[config.mk]
export PLATFORM = sky130hd
export DESIGN_NAME = apb_cmd_master_flat
export DESIGN_NICKNAME = d
export VERILOG_FILES = /design/src/rtl/apb_cmd_master_if.sv /design/src/rtl/apb_cmd_master.sv /design/src/flat_wrapper.sv
export SDC_FILE = /design/constraint.sdc
export NUM_CORES = 1
export LEC_CHECK = 0
export CAP_MARGIN = 30
export CORE_ASPECT_RATIO = 1.25
export CORE_MARGIN = 2
export CORE_UTILIZATION = 30
export DETAILED_ROUTE_END_ITERATION = 16
export HOLD_SLACK_MARGIN = 0.1
export REMOVE_ABC_BUFFERS = 1
export SLEW_MARGIN = 5
export SYNTH_ARGS = -nofsm -noshare
export SYNTH_HDL_FRONTEND = slang
export SYNTH_SLANG_ARGS = --single-unit
[constraint.sdc]
create_clock -name PCLK -period 3.3 [get_ports PCLK]
set_clock_uncertainty 0.15 [all_clocks]
set_input_delay 0.66 -clock PCLK [delete_from_list [all_inputs] [get_ports PCLK]]
set_output_delay 0.66 -clock PCLK [all_outputs]
set_load 0.005 [all_outputs]
[src/rtl/apb_cmd_master_if.sv]
// Bundles the command/response channels and the APB requester signals of apb_cmd_master.
// The master modport is the requester's view; slave is the view of whatever sits around it.
interface apb_cmd_master_if #(
  parameter int unsigned ADDR_WIDTH = 32,
  parameter int unsigned DATA_WIDTH = 32
);
  logic                  cmd_valid;
  logic                  cmd_ready;
  logic                  cmd_write;
  logic [ADDR_WIDTH-1:0] cmd_addr;
  logic [DATA_WIDTH-1:0] cmd_wdata;

  logic                  rsp_valid;
  logic                  rsp_ready;
  logic [DATA_WIDTH-1:0] rsp_rdata;
  logic                  rsp_err;
  logic                  rsp_timeout;

  logic                  PSEL;
  logic                  PENABLE;
  logic                  PWRITE;
  logic [ADDR_WIDTH-1:0] PADDR;
  logic [DATA_WIDTH-1:0] PWDATA;
  logic [DATA_WIDTH-1:0] PRDATA;
  logic                  PREADY;
  logic                  PSLVERR;

  modport master (
    input  cmd_valid, cmd_write, cmd_addr, cmd_wdata, rsp_ready, PRDATA, PREADY, PSLVERR,
    output cmd_ready, rsp_valid, rsp_rdata, rsp_err, rsp_timeout,
    output PSEL, PENABLE, PWRITE, PADDR, PWDATA
  );

  modport slave (
    output cmd_valid, cmd_write, cmd_addr, cmd_wdata, rsp_ready, PRDATA, PREADY, PSLVERR,
    input  cmd_ready, rsp_valid, rsp_rdata, rsp_err, rsp_timeout,
    input  PSEL, PENABLE, PWRITE, PADDR, PWDATA
  );
endinterface

[src/rtl/apb_cmd_master.sv]
// Turns single valid/ready commands into one APB SETUP->ACCESS transfer each, returning
// read data and error status on a response channel, with a watchdog on PREADY wait states.
module apb_cmd_master #(
  parameter int unsigned ADDR_WIDTH     = 32,
  parameter int unsigned DATA_WIDTH     = 32,
  parameter int unsigned TIMEOUT_CYCLES = 16
) (
  input  logic                PCLK,
  input  logic                PRESETn,
  apb_cmd_master_if.master    bus_io
);

  typedef enum logic [1:0] {StIdle, StSetup, StAccess, StResp} state_e;

  localparam logic [15:0] WdogLast = 16'(TIMEOUT_CYCLES - 1);

  state_e                state_q;
  logic [15:0]           wdog_q;
  logic                  cmd_ready_q;
  logic                  psel_q;
  logic                  penable_q;
  logic                  pwrite_q;
  logic [ADDR_WIDTH-1:0] paddr_q;
  logic [DATA_WIDTH-1:0] pwdata_q;
  logic                  rsp_valid_q;
  logic [DATA_WIDTH-1:0] rsp_rdata_q;
  logic                  rsp_err_q;
  logic                  rsp_timeout_q;

  always_ff @(posedge PCLK or negedge PRESETn) begin
    if (!PRESETn) begin
      state_q       <= StIdle;
      wdog_q        <= '0;
      cmd_ready_q   <= 1'b1;
      psel_q        <= 1'b0;
      penable_q     <= 1'b0;
      pwrite_q      <= 1'b0;
      paddr_q       <= '0;
      pwdata_q      <= '0;
      rsp_valid_q   <= 1'b0;
      rsp_rdata_q   <= '0;
      rsp_err_q     <= 1'b0;
      rsp_timeout_q <= 1'b0;
    end else begin
      unique case (state_q)
        StIdle: begin
          // cmd_ready_q is always high here, so cmd_valid alone marks the handshake.
          if (bus_io.cmd_valid) begin
            pwrite_q    <= bus_io.cmd_write;
            paddr_q     <= bus_io.cmd_addr;
            pwdata_q    <= bus_io.cmd_wdata;
            psel_q      <= 1'b1;
            penable_q   <= 1'b0;
            cmd_ready_q <= 1'b0;
            state_q     <= StSetup;
          end
        end
        StSetup: begin
          penable_q <= 1'b1;
          wdog_q    <= '0;
          state_q   <= StAccess;
        end
        StAccess: begin
          // PREADY is tested first so completion wins over a simultaneous watchdog expiry.
          if (bus_io.PREADY) begin
            rsp_valid_q   <= 1'b1;
            rsp_err_q     <= bus_io.PSLVERR;
            rsp_timeout_q <= 1'b0;
            rsp_rdata_q   <= (!pwrite_q && !bus_io.PSLVERR) ? bus_io.PRDATA : '0;
            psel_q        <= 1'b0;
            penable_q     <= 1'b0;
            state_q       <= StResp;
          end else if (wdog_q == WdogLast) begin
            rsp_valid_q   <= 1'b1;
            rsp_err_q     <= 1'b1;
            rsp_timeout_q <= 1'b1;
            rsp_rdata_q   <= '0;
            psel_q        <= 1'b0;
            penable_q     <= 1'b0;
            state_q       <= StResp;
          end else begin
            wdog_q <= wdog_q + 16'd1;
          end
        end
        StResp: begin
          if (bus_io.rsp_ready) begin
            rsp_valid_q <= 1'b0;
            cmd_ready_q <= 1'b1;
            state_q     <= StIdle;
          end
        end
        default: state_q <= StIdle;
      endcase
    end
  end

  assign bus_io.cmd_ready   = cmd_ready_q;
  assign bus_io.rsp_valid   = rsp_valid_q;
  assign bus_io.rsp_rdata   = rsp_rdata_q;
  assign bus_io.rsp_err     = rsp_err_q;
  assign bus_io.rsp_timeout = rsp_timeout_q;
  assign bus_io.PSEL        = psel_q;
  assign bus_io.PENABLE     = penable_q;
  assign bus_io.PWRITE      = pwrite_q;
  assign bus_io.PADDR       = paddr_q;
  assign bus_io.PWDATA      = pwdata_q;

endmodule

[src/flat_wrapper.sv]
// flat-port wrapper written by rule: the top's interface ports become plain ports
module apb_cmd_master_flat 
#(
  parameter int unsigned ADDR_WIDTH     = 32,
  parameter int unsigned DATA_WIDTH     = 32,
  parameter int unsigned TIMEOUT_CYCLES = 16
)
  (PCLK, PRESETn, bus_io_cmd_valid, bus_io_cmd_write, bus_io_cmd_addr, bus_io_cmd_wdata, bus_io_rsp_ready, bus_io_PRDATA, bus_io_PREADY, bus_io_PSLVERR, bus_io_cmd_ready, bus_io_rsp_valid, bus_io_rsp_rdata, bus_io_rsp_err, bus_io_rsp_timeout, bus_io_PSEL, bus_io_PENABLE, bus_io_PWRITE, bus_io_PADDR, bus_io_PWDATA);
  apb_cmd_master_if #(.ADDR_WIDTH(ADDR_WIDTH), .DATA_WIDTH(DATA_WIDTH)) bus_io_i ();
  input  logic PCLK;
  input  logic PRESETn;
  input wire logic [$bits(bus_io_i.cmd_valid)-1:0] bus_io_cmd_valid;
  input wire logic [$bits(bus_io_i.cmd_write)-1:0] bus_io_cmd_write;
  input wire logic [$bits(bus_io_i.cmd_addr)-1:0] bus_io_cmd_addr;
  input wire logic [$bits(bus_io_i.cmd_wdata)-1:0] bus_io_cmd_wdata;
  input wire logic [$bits(bus_io_i.rsp_ready)-1:0] bus_io_rsp_ready;
  input wire logic [$bits(bus_io_i.PRDATA)-1:0] bus_io_PRDATA;
  input wire logic [$bits(bus_io_i.PREADY)-1:0] bus_io_PREADY;
  input wire logic [$bits(bus_io_i.PSLVERR)-1:0] bus_io_PSLVERR;
  output wire logic [$bits(bus_io_i.cmd_ready)-1:0] bus_io_cmd_ready;
  output wire logic [$bits(bus_io_i.rsp_valid)-1:0] bus_io_rsp_valid;
  output wire logic [$bits(bus_io_i.rsp_rdata)-1:0] bus_io_rsp_rdata;
  output wire logic [$bits(bus_io_i.rsp_err)-1:0] bus_io_rsp_err;
  output wire logic [$bits(bus_io_i.rsp_timeout)-1:0] bus_io_rsp_timeout;
  output wire logic [$bits(bus_io_i.PSEL)-1:0] bus_io_PSEL;
  output wire logic [$bits(bus_io_i.PENABLE)-1:0] bus_io_PENABLE;
  output wire logic [$bits(bus_io_i.PWRITE)-1:0] bus_io_PWRITE;
  output wire logic [$bits(bus_io_i.PADDR)-1:0] bus_io_PADDR;
  output wire logic [$bits(bus_io_i.PWDATA)-1:0] bus_io_PWDATA;
  assign bus_io_i.cmd_valid = bus_io_cmd_valid;
  assign bus_io_i.cmd_write = bus_io_cmd_write;
  assign bus_io_i.cmd_addr = bus_io_cmd_addr;
  assign bus_io_i.cmd_wdata = bus_io_cmd_wdata;
  assign bus_io_i.rsp_ready = bus_io_rsp_ready;
  assign bus_io_i.PRDATA = bus_io_PRDATA;
  assign bus_io_i.PREADY = bus_io_PREADY;
  assign bus_io_i.PSLVERR = bus_io_PSLVERR;
  assign bus_io_cmd_ready = bus_io_i.cmd_ready;
  assign bus_io_rsp_valid = bus_io_i.rsp_valid;
  assign bus_io_rsp_rdata = bus_io_i.rsp_rdata;
  assign bus_io_rsp_err = bus_io_i.rsp_err;
  assign bus_io_rsp_timeout = bus_io_i.rsp_timeout;
  assign bus_io_PSEL = bus_io_i.PSEL;
  assign bus_io_PENABLE = bus_io_i.PENABLE;
  assign bus_io_PWRITE = bus_io_i.PWRITE;
  assign bus_io_PADDR = bus_io_i.PADDR;
  assign bus_io_PWDATA = bus_io_i.PWDATA;
  apb_cmd_master #(.ADDR_WIDTH(ADDR_WIDTH), .DATA_WIDTH(DATA_WIDTH), .TIMEOUT_CYCLES(TIMEOUT_CYCLES)) u_core (.PCLK(PCLK), .PRESETn(PRESETn), .bus_io(bus_io_i));
endmodule
==> results.py <==
metrics = {
    "power": {
        "p_int_mw": 5.229,
        "p_leak_nw": 3.351,
        "powerDensity_mw_per_mm2": 900.4,
        "swShare_pct": 26.61,
        "seqPwrFrac_pct": 35.2,
        "switchingPower_mw": 1.896,
        "pwr-share-clk_pct": 27.1,
        "pwr-share-comb_pct": 37.8,
        "ir_drop_mv": 0.3399,
    },
    "sta": {
        "fin_crit_ns": 2.528,
        "slew-limit-headroom_pct": 45.84,
        "rsz0062_at_grt": "false",
        "fin_tns_setup_ns": 0,
        "post-route-period-util_pct": 76.59,
        "max_clock_freq_mhz": 395.6,
        "drv_slew": 0,
        "worst_pin_slew_ns": 0.8124,
        "hold_viol_final": 0,
        "setup_viol": 0,
    },
    "floorplan": {
        "start_util_pct": 30.77,
        "num_rows": 52,
        "die-area_sq_mm": 0.01767,
        "core_sq_mm": 0.01620,
        "ios": 206,
        "die_x_um": 119.3,
        "die_h_um": 148.1,
    },
    "place": {
        "dp_cells": 768,
        "io_buffers": 205,
        "hpwl_mm": 9.266,
        "place_congestion": 0.8382,
    },
    "global_route": {
        "grt.overflow.total": 0,
        "use_met3_pct": 5.368,
        "grt_pass1_wl_mm": 20.43,
        "grt_pass1_vias": 3884,
        "grt_max_degree": 67,
        "grtUsageMet1_pct": 16.97,
        "grt_use_total_pct": 14.77,
        "grt_antenna_before_repair": 0,
        "top_usage_layer": "met2",
        "gr-usage-met2_pct": 24.97,
    },
    "detailed_routing": {
        "routed_via_density": 4.732,
        "ant_nets": 0,
        "post-route-drc-count": 0,
        "wl_per_cell_um": 16.07,
        "vias": 3790,
        "drtIter0Drc": 126,
        "routed_wl_mm": 12.87,
        "first_pass_iters": 4,
    },
    "layout": {
        "drive_above_1_share_pct": 18.12,
        "stdcell_count": 801,
        "areaGrowthSynthToFinish_pct": 58.76,
        "final_util_pct": 48.85,
        "diodes": 0,
        "nNetsFinal": 682,
    },
    "setup_path": {
        "critPathMaxFanout": 23,
        "crit_arrival_ns": 2.66,
        "worst_setup_path_end_kind": "register",
        "crit_required_ns": 3.44,
        "critPathLaunchType": "register",
        "critical_path_class": "register to register",
    },
    "synth": {
        "ys_ff_latch": 121,
        "synthCells": 359,
        "avgSynthCellArea_sq_um": 13.89,
        "ys_types": 44,
        "syn_area_sq_mm": 0.004985,
        "yosys_warnings": 0,
        "yosysSeqAreaShare_pct": 60.77,
    },
    "clock_tree": {
        "htree_levels": 4,
        "clk_pin_slew_ns": 0.05,
        "worst_skew_pair.late_latency_ns": 0.40,
        "root_buffer": "clkbuf_16",
        "cts_sinks": 121,
        "tritoncts": "done",
        "clock_tree.buffer_depth": 2,
        "cts_buffers": 17,
    },
    "min_path": {
        "hold_class": "register to register",
    },
    "run_status": {
        "status": "finished, final reports clean",
    },
    "flow_run": {
        "max_cap_viol_count": 0,
    },
}
==> worst max-delay path, cell delays in order (launching register included) <==
cell,delay [ns]
dfrtp_1,0.43
inv_1,0.13
ha_1,0.70
nand4b_1,0.27
nor3_1,0.33
a31oi_1,0.13
a221o_1,0.26
==> routing by layer <==
metal	vias to the layer above	share of wire (%)
li1	1762	-
met1	1836	41
met2	166	49
met3	26	7.6
met4	0	2.3
met5	-	0
==> power by group through the flow <==
| stage | logic [mW] | clock network (mW) | registers [mW] |
|---|---|---|---|
| floorplan | 1.01 | 0 | 2.54 |
| global placement | 2.70 | 0 | 2.50 |
| detailed placement | 2.74 | 0 | 2.52 |
| CTS | 2.74 | 1.98 | 2.51 |
| global route | 2.90 | 2.05 | 2.59 |
| finish | 2.69 | 1.93 | 2.51 |
==> flip-flops by register name (all words and copies together), names as in the netlist <==
register,count
u_core.bus_io.PSEL,1
u_core.state_q,2
u_core.bus_io.PADDR,32
u_core.bus_io.PENABLE,1
u_core.bus_io.rsp_err,1
u_core.bus_io.PWRITE,1
u_core.bus_io.PWDATA,32
u_core.bus_io.rsp_rdata,32
u_core.bus_io.rsp_timeout,1
u_core.bus_io.cmd_ready,1
u_core.bus_io.rsp_valid,1
u_core.wdog_q,16
==> synthesized netlist by cell type (all sizes together) <==
library cell / instances / area share [%]
nor2: 3 / 0.23
mux2i: 4 / 0.80
xnor2: 1 / 0.18
or3: 1 / 0.13
o32a: 1 / 0.20
buf: 12 / 1.8
clkbuf: 7 / 0.53
nand3b: 1 / 0.15
nor2b: 2 / 0.25
and3: 4 / 0.50
a21oi: 12 / 1.3
ha: 7 / 1.8
and4: 3 / 0.58
nand4: 4 / 0.80
nand4b: 1 / 0.18
o2bb2ai: 1 / 0.18
o211ai: 1 / 0.15
dfstp: 1 / 0.53
nor4b: 3 / 0.53
a32o: 1 / 0.20
dfrtp: 120 / 60
nor3: 6 / 0.60
inv: 9 / 0.68
nand3: 6 / 0.60
xor2: 3 / 0.53
a31oi: 2 / 0.25
a22o: 35 / 6.1
nor4: 8 / 1.0
o21ai: 6 / 0.83
a31o: 1 / 0.18
o22ai: 1 / 0.13
or2b: 1 / 0.15
a221o: 1 / 0.20
nand2b: 4 / 0.50
mux2: 67 / 15
a311o: 4 / 0.80
nand2: 15 / 1.1
==> cells by family after synthesis <==
kind of cell             after synthesis  synth area share (%)
flip-flops                           121                 60.77
multiplexers                          71                 15.94
AO/OA/AOI/OAI                         66                 10.54
AND/OR/NAND/NOR                       62                 7.330
buffers and inverters                 28                 2.962
adder cells (fa/ha/maj)                7                 1.757
XOR/XNOR                               4                0.7029
==> what timing repair did <==
action                                  in CTS  in global routing
endpoints found under the setup margin       0                  0
buffers inserted                             0                  0
hold buffers                                 1                  0
resized for setup                            0                  0
endpoints found under the hold margin       26                  0
==> final timing paths <==
kind                                                    from                                       to  slack [ns]  cells past startpoint
max                            u_core.state_q[0]$_DFFE_PN0P_            u_core.wdog_q[15]$_DFFE_PN0P_        0.77                      6
min                        u_core.bus_io.PENABLE$_DFFE_PN0P_        u_core.bus_io.PENABLE$_DFFE_PN0P_        0.34                      1
max reg2reg                    u_core.state_q[0]$_DFFE_PN0P_            u_core.wdog_q[15]$_DFFE_PN0P_        0.77                      6
min reg2reg                u_core.bus_io.PENABLE$_DFFE_PN0P_        u_core.bus_io.PENABLE$_DFFE_PN0P_        0.34                      1
max in group asynchronous                            PRESETn  u_core.bus_io.rsp_rdata[23]$_DFFE_PN0P_        1.74                      3
min in group asynchronous                            PRESETn      u_core.bus_io.PADDR[14]$_DFFE_PN0P_        0.58                      2
==> stage by stage <==
step | area, sq um | power (mW) | setup WS, ns | hold WS [ns]
2_1_floorplan | 4871 | 3.552 | -0.03406 | 0.2144
3_3_place_gp | 7288 | 5.198 | 0.6798 | 0.3244
3_5_place_dp | 7288 | 5.256 | 0.6608 | 0.3319
4_1_cts | 7914 | 7.230 | 0.7864 | 0.3438
5_1_grt | 7914 | 7.545 | 0.5846 | 0.3601
6_report | 7914 | 7.125 | 0.7724 | 0.3399
==> cell type report <==
cell class                      count  area, sq um
Clock inverter                      7        140.1
Inverter                            9        33.78
Fill cell                        1404         8287
Multi-Input combinational cell    210         1815
Tap cell                          216        270.3
Timing Repair Buffer              213         2150
Clock buffer                       25        475.5
Sequential cell                   121         3029
==> placed cells by master (no fill, tap or decap), types with 2 or more instances in the layout <==
| cell type | n |
|---|---|
| clkdlybuf4s50_1 | 204 |
| dfrtp_1 | 120 |
| mux2_2 | 65 |
| a22o_1 | 35 |
| clkbuf_16 | 17 |
| nand2_1 | 14 |
| a21oi_1 | 11 |
| inv_1 | 9 |
| nor4_1 | 8 |
| ha_1 | 7 |
| nand3_1 | 6 |
| clkbuf_1 | 6 |
| o21ai_0 | 5 |
| nor3_1 | 5 |
| buf_4 | 5 |
| and3_1 | 4 |
| nand2b_1 | 4 |
| a311o_1 | 4 |
| mux2i_1 | 4 |
| bufinv_16 | 4 |
| nand4_1 | 3 |
| nor4b_1 | 3 |
| nor2_1 | 3 |
| xor2_1 | 3 |
| buf_12 | 3 |
| and4_1 | 2 |
| nor2b_1 | 2 |
| a31oi_1 | 2 |
| mux2_1 | 2 |
| clkbuf_8 | 2 |
| clkinvlp_4 | 2 |
Note: power is estimated with default switching activity, not from simulation.
